### src/rtl/run_controller.sv
// Run-sequencing controller: holds the core in reset, lets it run until halt or a cycle limit,
// then walks a handshaked state dump over every storage channel.
module run_controller #(
   parameter int unsigned CNT_W      = 32,
   parameter int unsigned RST_CYCLES = 2,
   parameter int unsigned NUM_CH     = 2,
   parameter int unsigned DEPTH      = 32,
   parameter int unsigned CH_W       = (NUM_CH > 1) ? $clog2(NUM_CH) : 1,
   parameter int unsigned ADDR_W     = $clog2(DEPTH)
) (
   input  logic              CLOCK_50,
   input  logic              reset,
   input  logic              start,
   input  logic [CNT_W-1:0]  run_limit,
   input  logic              halt,
   output logic              core_reset,
   output logic              core_en,
   output logic              dump,
   output logic              dump_valid,
   input  logic              dump_ready,
   output logic [CH_W-1:0]   dump_ch,
   output logic [ADDR_W-1:0] dump_addr,
   output logic [CNT_W-1:0]  cycle_count,
   output logic              busy,
   output logic              done,
   output logic              timeout
);

   localparam int unsigned RstW = (RST_CYCLES > 1) ? $clog2(RST_CYCLES) : 1;

   typedef enum logic [2:0] {StIdle, StReset, StRun, StDump, StDone} state_e;

   state_e            state_q, state_d;
   logic [RstW-1:0]   rst_cnt_q, rst_cnt_d;
   logic [CNT_W-1:0]  limit_q, limit_d;
   logic [CNT_W-1:0]  cycle_q, cycle_d;
   logic              timeout_q, timeout_d;
   logic [CH_W-1:0]   ch_q, ch_d;
   logic [ADDR_W-1:0] addr_q, addr_d;

   always_ff @(posedge CLOCK_50) begin
      if (!reset) begin
         state_q   <= StIdle;
         rst_cnt_q <= '0;
         limit_q   <= '0;
         cycle_q   <= '0;
         timeout_q <= 1'b0;
         ch_q      <= '0;
         addr_q    <= '0;
      end else begin
         state_q   <= state_d;
         rst_cnt_q <= rst_cnt_d;
         limit_q   <= limit_d;
         cycle_q   <= cycle_d;
         timeout_q <= timeout_d;
         ch_q      <= ch_d;
         addr_q    <= addr_d;
      end
   end

   always_comb begin
      state_d   = state_q;
      rst_cnt_d = rst_cnt_q;
      limit_d   = limit_q;
      cycle_d   = cycle_q;
      timeout_d = timeout_q;
      ch_d      = ch_q;
      addr_d    = addr_q;
      case (state_q)
         StIdle, StDone: begin
            if (start) begin
               state_d   = StReset;
               limit_d   = run_limit;
               cycle_d   = '0;
               timeout_d = 1'b0;
               rst_cnt_d = RstW'(RST_CYCLES - 1);
            end
         end
         StReset: begin
            if (rst_cnt_q == '0) begin
               state_d = StRun;
            end else begin
               rst_cnt_d = rst_cnt_q - RstW'(1);
            end
         end
         StRun: begin
            // Saturate rather than wrap on unlimited runs.
            if (cycle_q != '1) begin
               cycle_d = cycle_q + CNT_W'(1);
            end
            if (halt) begin
               state_d   = StDump;
               timeout_d = 1'b0;
            end else if (limit_q != '0 && cycle_q == limit_q - CNT_W'(1)) begin
               state_d   = StDump;
               timeout_d = 1'b1;
            end
         end
         StDump: begin
            if (dump_ready) begin
               if (addr_q == ADDR_W'(DEPTH - 1)) begin
                  addr_d = '0;
                  if (ch_q == CH_W'(NUM_CH - 1)) begin
                     ch_d    = '0;
                     state_d = StDone;
                  end else begin
                     ch_d = ch_q + CH_W'(1);
                  end
               end else begin
                  addr_d = addr_q + ADDR_W'(1);
               end
            end
         end
         default: state_d = StIdle;
      endcase
   end

   assign core_reset  = (state_q == StIdle) || (state_q == StReset) || (state_q == StDone);
   assign core_en     = (state_q == StRun);
   assign dump        = (state_q == StDump);
   assign dump_valid  = (state_q == StDump);
   assign busy        = (state_q == StReset) || (state_q == StRun) || (state_q == StDump);
   assign done        = (state_q == StDone);
   assign dump_ch     = ch_q;
   assign dump_addr   = addr_q;
   assign cycle_count = cycle_q;
   assign timeout     = timeout_q;

endmodule

### config.mk
export PLATFORM = sky130hd
export DESIGN_NAME = run_controller
export DESIGN_NICKNAME = d
export VERILOG_FILES = /design/src/rtl/run_controller.sv
export SDC_FILE = /design/constraint.sdc
export NUM_CORES = 1
export LEC_CHECK = 0
export ABC_AREA = 1
export CAP_MARGIN = 20
export CELL_PAD_IN_SITES_DETAIL_PLACEMENT = 1
export CELL_PAD_IN_SITES_GLOBAL_PLACEMENT = 1
export CORE_MARGIN = 5
export CORE_UTILIZATION = 38
export CTS_CLUSTER_SIZE = 25
export DETAILED_ROUTE_END_ITERATION = 16
export GPL_ROUTABILITY_DRIVEN = 0
export GPL_TIMING_DRIVEN = 0
export PLACE_DENSITY_LB_ADDON = 0.1
export RECOVER_POWER = 25
export SLEW_MARGIN = 20
export SYNTH_ARGS = -nofsm -noshare
export SYNTH_HDL_FRONTEND = slang
export SYNTH_SLANG_ARGS = --single-unit
### constraint.sdc
create_clock -name CLOCK_50 -period 2.27 [get_ports CLOCK_50]
set_input_delay 0.5675 -clock CLOCK_50 [delete_from_list [all_inputs] [get_ports CLOCK_50]]
set_output_delay 0.5675 -clock CLOCK_50 [all_outputs]
set_load 0.03 [all_outputs]
Word level (Yosys, flattened, before mapping)
Index checks and enable logic that the tools add are counted.
- memories: 0
- latch bits: 0
- ROM bits: 0
- output and inout bits: 45
- bits of input ports: 37
- bits in registers: 75
- logic and storage cells: 63
- RAM bits: 0
- div/mod/pow operators: 0
- reductions and logical operators: 17
- $mul: 0
- muxes and demuxes: 20
- add/subtract/negate cells: 5
- order comparisons: 0
- bitwise gates (word level): 0
- eq/ne operators: 14
- shift operators: 0
- operator list (operator ; count):
    $mux W32 ; 2
    $pmux W32 S2 ; 1
    $add A32 B1 Y32 const B ; 1
    $eq A32 B32 Y1 ; 1
    $ne A32 B32 Y1 const B ; 1
    $reduce_bool A32 Y1 ; 1
    $sub A32 B1 Y32 const B ; 1
    $mux W3 ; 7
    $pmux W3 S4 ; 1
    $reduce_and A3 Y1 ; 3
    $ne A2 B1 Y1 const B ; 4
    $eq A3 B2 Y1 const B ; 2
    $mux W1 ; 6
    $reduce_and A2 Y1 ; 3
    $reduce_and A6 Y1 ; 1
    $add A5 B1 Y5 const B ; 1
    $eq A5 B5 Y1 const B ; 1
    $mux W5 ; 1
    $logic_or A1 B1 Y1 ; 4
    $ne A2 B2 Y1 const B ; 2
    $pmux W1 S2 ; 2
    $reduce_bool A2 Y1 ; 2
    $eq A3 B1 Y1 const B ; 1
    $eq A3 B3 Y1 const B ; 1
    6 further kinds ; 6

Longest topological paths before layout
- word-level depth: 6
- gate-level depth with buffers: 19
- depth with buffers taken out: 19

Least setup slack after synthesis
No wires, ideal clock.
- path kind: register -> register
- start: register state_q[0]
- end: register addr_q[3] (netlist: dump_addr[3])
- cell stages (with the launch flop): 10
- library setup time: 0.121 ns
- data required time: 2.149 ns
- period minus slack after synthesis: 2.156 ns
- data arrival time: 2.035 ns
- path buffers: 0
- slack: 0.114 ns
- cell sequence: dfxtp_1 > inv_1 > nor3_1 > inv_1 > nor2_1 > inv_1 > nor2_1 > inv_1 > nand2_1 > nor3_1
- cells in the longest elaborated chain, start to end: 2
- RTL lines (item ; RTL line ; source):
    start, declared ; 33 ; state_e state_q, state_d;
    start signal, assigned ; 43 ; state_q <= StIdle;
    start signal, assigned ; 51 ; state_q <= state_d;
    $eq A3 B2 Y1 ; - ;
    via dump ; 18 ; output logic dump,
    $reduce_and A2 Y1 (no line) ; - ;
    end signal, assigned ; 57 ; addr_q <= addr_d;
    end, declared ; 39 ; logic [ADDR_W-1:0] addr_q, addr_d;
The timed path passes the listed nets, and every way through them passes these cells.
A chain may end at the register's enable or synchronous reset.

Worst setup path in the final report
- start: register limit_q[1]
- end: register timeout_q (netlist: timeout)
- cells in the longest elaborated chain, start to end: 5
- elaborated cells between the ends (all ways): 6
- those cells by class: add/sub (1); eq/ne (2); reduce/logical (3)
- RTL lines (item ; RTL line ; source):
    start, declared ; 35 ; logic [CNT_W-1:0] limit_q, limit_d;
    start signal, assigned ; 53 ; limit_q <= limit_d;
    $sub A32 B1 Y32 ; 94 ; end else if (limit_q != '0 && cycle_q == limit_q - CNT_W'(1)) begin
    $eq A32 B32 Y1 ; 94 ;
    $logic_and A1 B1 Y1 (*) ; 94 ;
    $ne A3 B2 Y1 (no line) (*) ; - ;
    $reduce_and A3 Y1 (no line) (*) ; - ;
    end signal, assigned ; 55 ; timeout_q <= timeout_d;
    end, declared ; 37 ; logic timeout_q, timeout_d;
Every way passes the cells marked *; elsewhere a longest branch is shown, timed or not.

==> results.json <==
{
  "result_of_the_run": "finished, final reports clean",
  "finalWorstPathRequiredPeriod_ns": 2.26,
  "clock-sinks": 75,
  "final_util_pct": 52.0,
  "path_max_fanout": 6,
  "remaining_drc_errors": 0,
  "start_kind": "flip-flop",
  "synthesis.area_um2": 4980,
  "post_drt_wl_per_cell_um": 17.7,
  "peakVddDrop_v": 0.000556,
  "lkg_pwr_nw": 2.65,
  "top_cells_by_area_synth": "dfxtp_1 30%, nand2_1 14%, nor2_1 8.5%",
  "max_cap_violation_count": 0,
  "start_util_pct": 39.1,
  "grt_start_max_net_pins": 13,
  "dieArea_um2": 15500,
  "hpwl_um": 14200,
  "critPathKind": "reg -> reg",
  "ant_nets": 0,
  "synthArstFlopShare_pct": 0,
  "die_x_um": 124,
  "io_buffers": 81,
  "postSynthAreaPerCell_um2": 6.39,
  "crit_required_ns": 2.50,
  "grt_pass1_vias": 5799,
  "totalNegativeSetupSlack_ns": 0,
  "ctsHtreeMaxLevel": 3,
  "initialDrtViolationCount": 416,
  "path_class_of_the_lowest_slack_min_delay_path": "reg -> reg",
  "clock_power_share_pct": 24.6,
  "io-pin-count": 82,
  "netlist.top_cell.by_area": "dfxtp_1",
  "area_growth_syn_to_layout_pct": 33.1,
  "synth-edff-count": 0,
  "worst_r2r_path_cells": 15,
  "netSwitchingFraction_pct": 45.7,
  "core_area_um2": 12700,
  "synth.cells.most_frequent": "182 x nand2_1, 113 x nor2_1, 92 x inv_1",
  "ys_seq_area_share_pct": 30.2,
  "timing.rr.start": "limit_q[1]",
  "first_pass_iters": 5,
  "finalClockSkew_ns": 0.00632,
  "critical_path.endpoint_type": "flip-flop",
  "synthesis_stage_register_bit_count": 75,
  "mappedNetlistNets": 820,
  "total_switching_power_w": 0.00314,
  "pwr-share-seq_pct": 26.2,
  "worst_slew_margin_rel_pct": 49.0,
  "slew_violations": 0,
  "finalWorstSetupSlack_ns": 0.00566,
  "design_area_um2": 6620,
  "cts-root-to-sink-buffers": 2,
  "final_layout_size_suffix_gt1_share_pct": 14.9,
  "insertedDiodeCount": 0,
  "powerDensity_nw_per_um2": 1040,
  "hold_violations": 0,
  "number_of_antenna_violations_at_the_first_check_in_global_routing": 0,
  "peak_per_stage_delay_on_the_critical_path_ns": 0.36,
  "numCtsBuffers": 9,
  "r2r-end": "timeout",
  "maxClockFrequency_mhz": 442,
  "most_common_cell_in_the_synthesized_netlist": "nand2_1",
  "grt_overflow_total": 0,
  "yosys_warnings": 0,
  "worst_ep_arrival_time_ns": 2.50,
  "power_frac_comb_pct": 49.2,
  "cts_tree": "yes",
  "hold_ws_ns": 0.476,
  "cts_root_buffer": "clkbuf_16",
  "worst_path_max_delay_cell": "dfxtp_4",
  "core.rowCount": 41,
  "setup.reg_to_reg.worst_slack_ns": 0.006,
  "fillers": 1726,
  "crit_start": "limit_q[1]",
  "design.final.nets": 923,
  "die_height_um": 124,
  "vias_per_cell": 5.25,
  "clk_pin_slew_ns": 0.06,
  "placement.setup.worst_slack_ns": -0.628,
  "postRouteWirelength_um": 18800,
  "internal-power_w": 0.00374,
  "dominantRegCellSynth": "dfxtp_1",
  "groute.usage.overall_pct": 23.8,
  "setup_viol": 0,
  "worst_path_most_repeated_cell": "nand2_2",
  "layout_worst_path_cycle_share_pct": 99.8,
  "synth_largest_type_area_fraction_pct": 30.2,
  "detailroute.via_count": 5557,
  "worstMarginPinSlew_ns": 0.765,
  "dpl-instance-area_um2": 6000,
  "setup.worst_path.end": "timeout",
  "clock_insertion_delay_worst_skew_ns": 0.35,
  "ordered_list_of_cells_on_the_worst_path": "inv_4 > ha_4 > nand3_4 > nor2_4 > nand2_2 > nor2_2 > nand2_1 > nand3_1 > nand2_2 > nor2_4 > nand3_2 > o21bai_4 > nand3_2 > nand2_2 > a21oi_2",
  "post_synth_inst_count": 779,
  "grt_first_pass_wirelength_um": 29800,
  "number_of_library_cell_types_mapped_by_synthesis": 43,
  "rsz0062_at_grt": "yes"
}
-- power by group through the flow --
stage	clock, W	sequential [W]	combinational, W
finish	0.00169	0.00180	0.00339
global route	0.00178	0.00182	0.00374
CTS	0.00172	0.00177	0.00323
detailed placement	0	0.00179	0.00309
global placement	0	0.00178	0.00298
floorplan	0	0.00172	0.00225
-- cells in the final DEF (no fill, tap or decap), types with 16 or more instances in the layout --
master           count
nand2_1            175
a21oi_1             50
dfxtp_1             68
clkdlybuf4s50_1     75
o21ai_0             54
inv_1               91
nor2_4              16
nand3_1             38
nor2_1              99
nor2_2              19
-- worst min-delay path by stage --
stage,slack [ns],cells after the start,to,from
floorplan,0.45,2,rst_cnt_q,rst_cnt_q
global placement,0.45,2,timeout,timeout
detailed placement,0.46,2,rst_cnt_q,rst_cnt_q
CTS,0.48,2,rst_cnt_q,rst_cnt_q
global route,0.50,2,timeout,timeout
finish,0.48,2,rst_cnt_q,rst_cnt_q
-- per-stage QoR --
stage          cells  total power (W)
2_1_floorplan    779          0.00397
3_3_place_gp    1032          0.00476
3_5_place_dp    1032          0.00487
4_1_cts         1053          0.00672
5_1_grt         1058          0.00734
6_report        1058          0.00688
-- layout make-up --
| cell class | count | area (um2) | share of cell area [%] |
|---|---|---|---|
| flip-flops and latches | 75 | 1520 | 22.9 |
| inverters | 102 | 389 | 5.88 |
| repair buffers | 92 | 893 | 13.5 |
| clock buffers | 11 | 243 | 3.67 |
| multi-input cells | 587 | 3190 | 48.2 |
| clock inverters | 4 | 98.8 | 1.49 |
| plain buffers | 15 | 77.6 | 1.17 |
| well taps | 172 | 215 | 3.25 |
-- what timing repair did --
item,4_1_cts,5_1_grt
pin swaps,6,16
hold buffers,0,0
setup buffers,6,5
endpoints found under the setup margin,43,37
gates resized for setup,18,53
-- registers in the layout (all words and copies together) (netlist names) --
register	cells
rst_cnt_q	1
cycle_count	32
timeout	1
dump_ch	1
state_q	3
dump_addr	5
limit_q	32
-- layer usage --
metal	global-route usage, %	up-vias	part of all wire (%)
li1	-	2719	-
met1	29.5	2697	43
met2	40.8	118	50
met3	5.45	23	5.0
met4	7.80	0	2.0
met5	0	-	0
-- logic make-up after synthesis --
logic type / after synthesis / synth area share (%)
AO/OA/AOI/OAI: 126 / 13.7
XOR/XNOR: 21 / 3.70
adder cells (fa/ha/maj): 4 / 1.01
buffers and inverters: 117 / 9.13
flip-flops: 75 / 30.2
AND/OR/NAND/NOR: 436 / 42.3
-- worst max-delay path, delay by kind of cell, from the launching register on --
family	cells	cell delay, ns
fa+ha+maj	1	0.16
simple gates	11	1.29
buf+inv	1	0.07
compound gates	2	0.27
flops	1	0.36
Note: power is estimated with default switching activity, not from simulation.
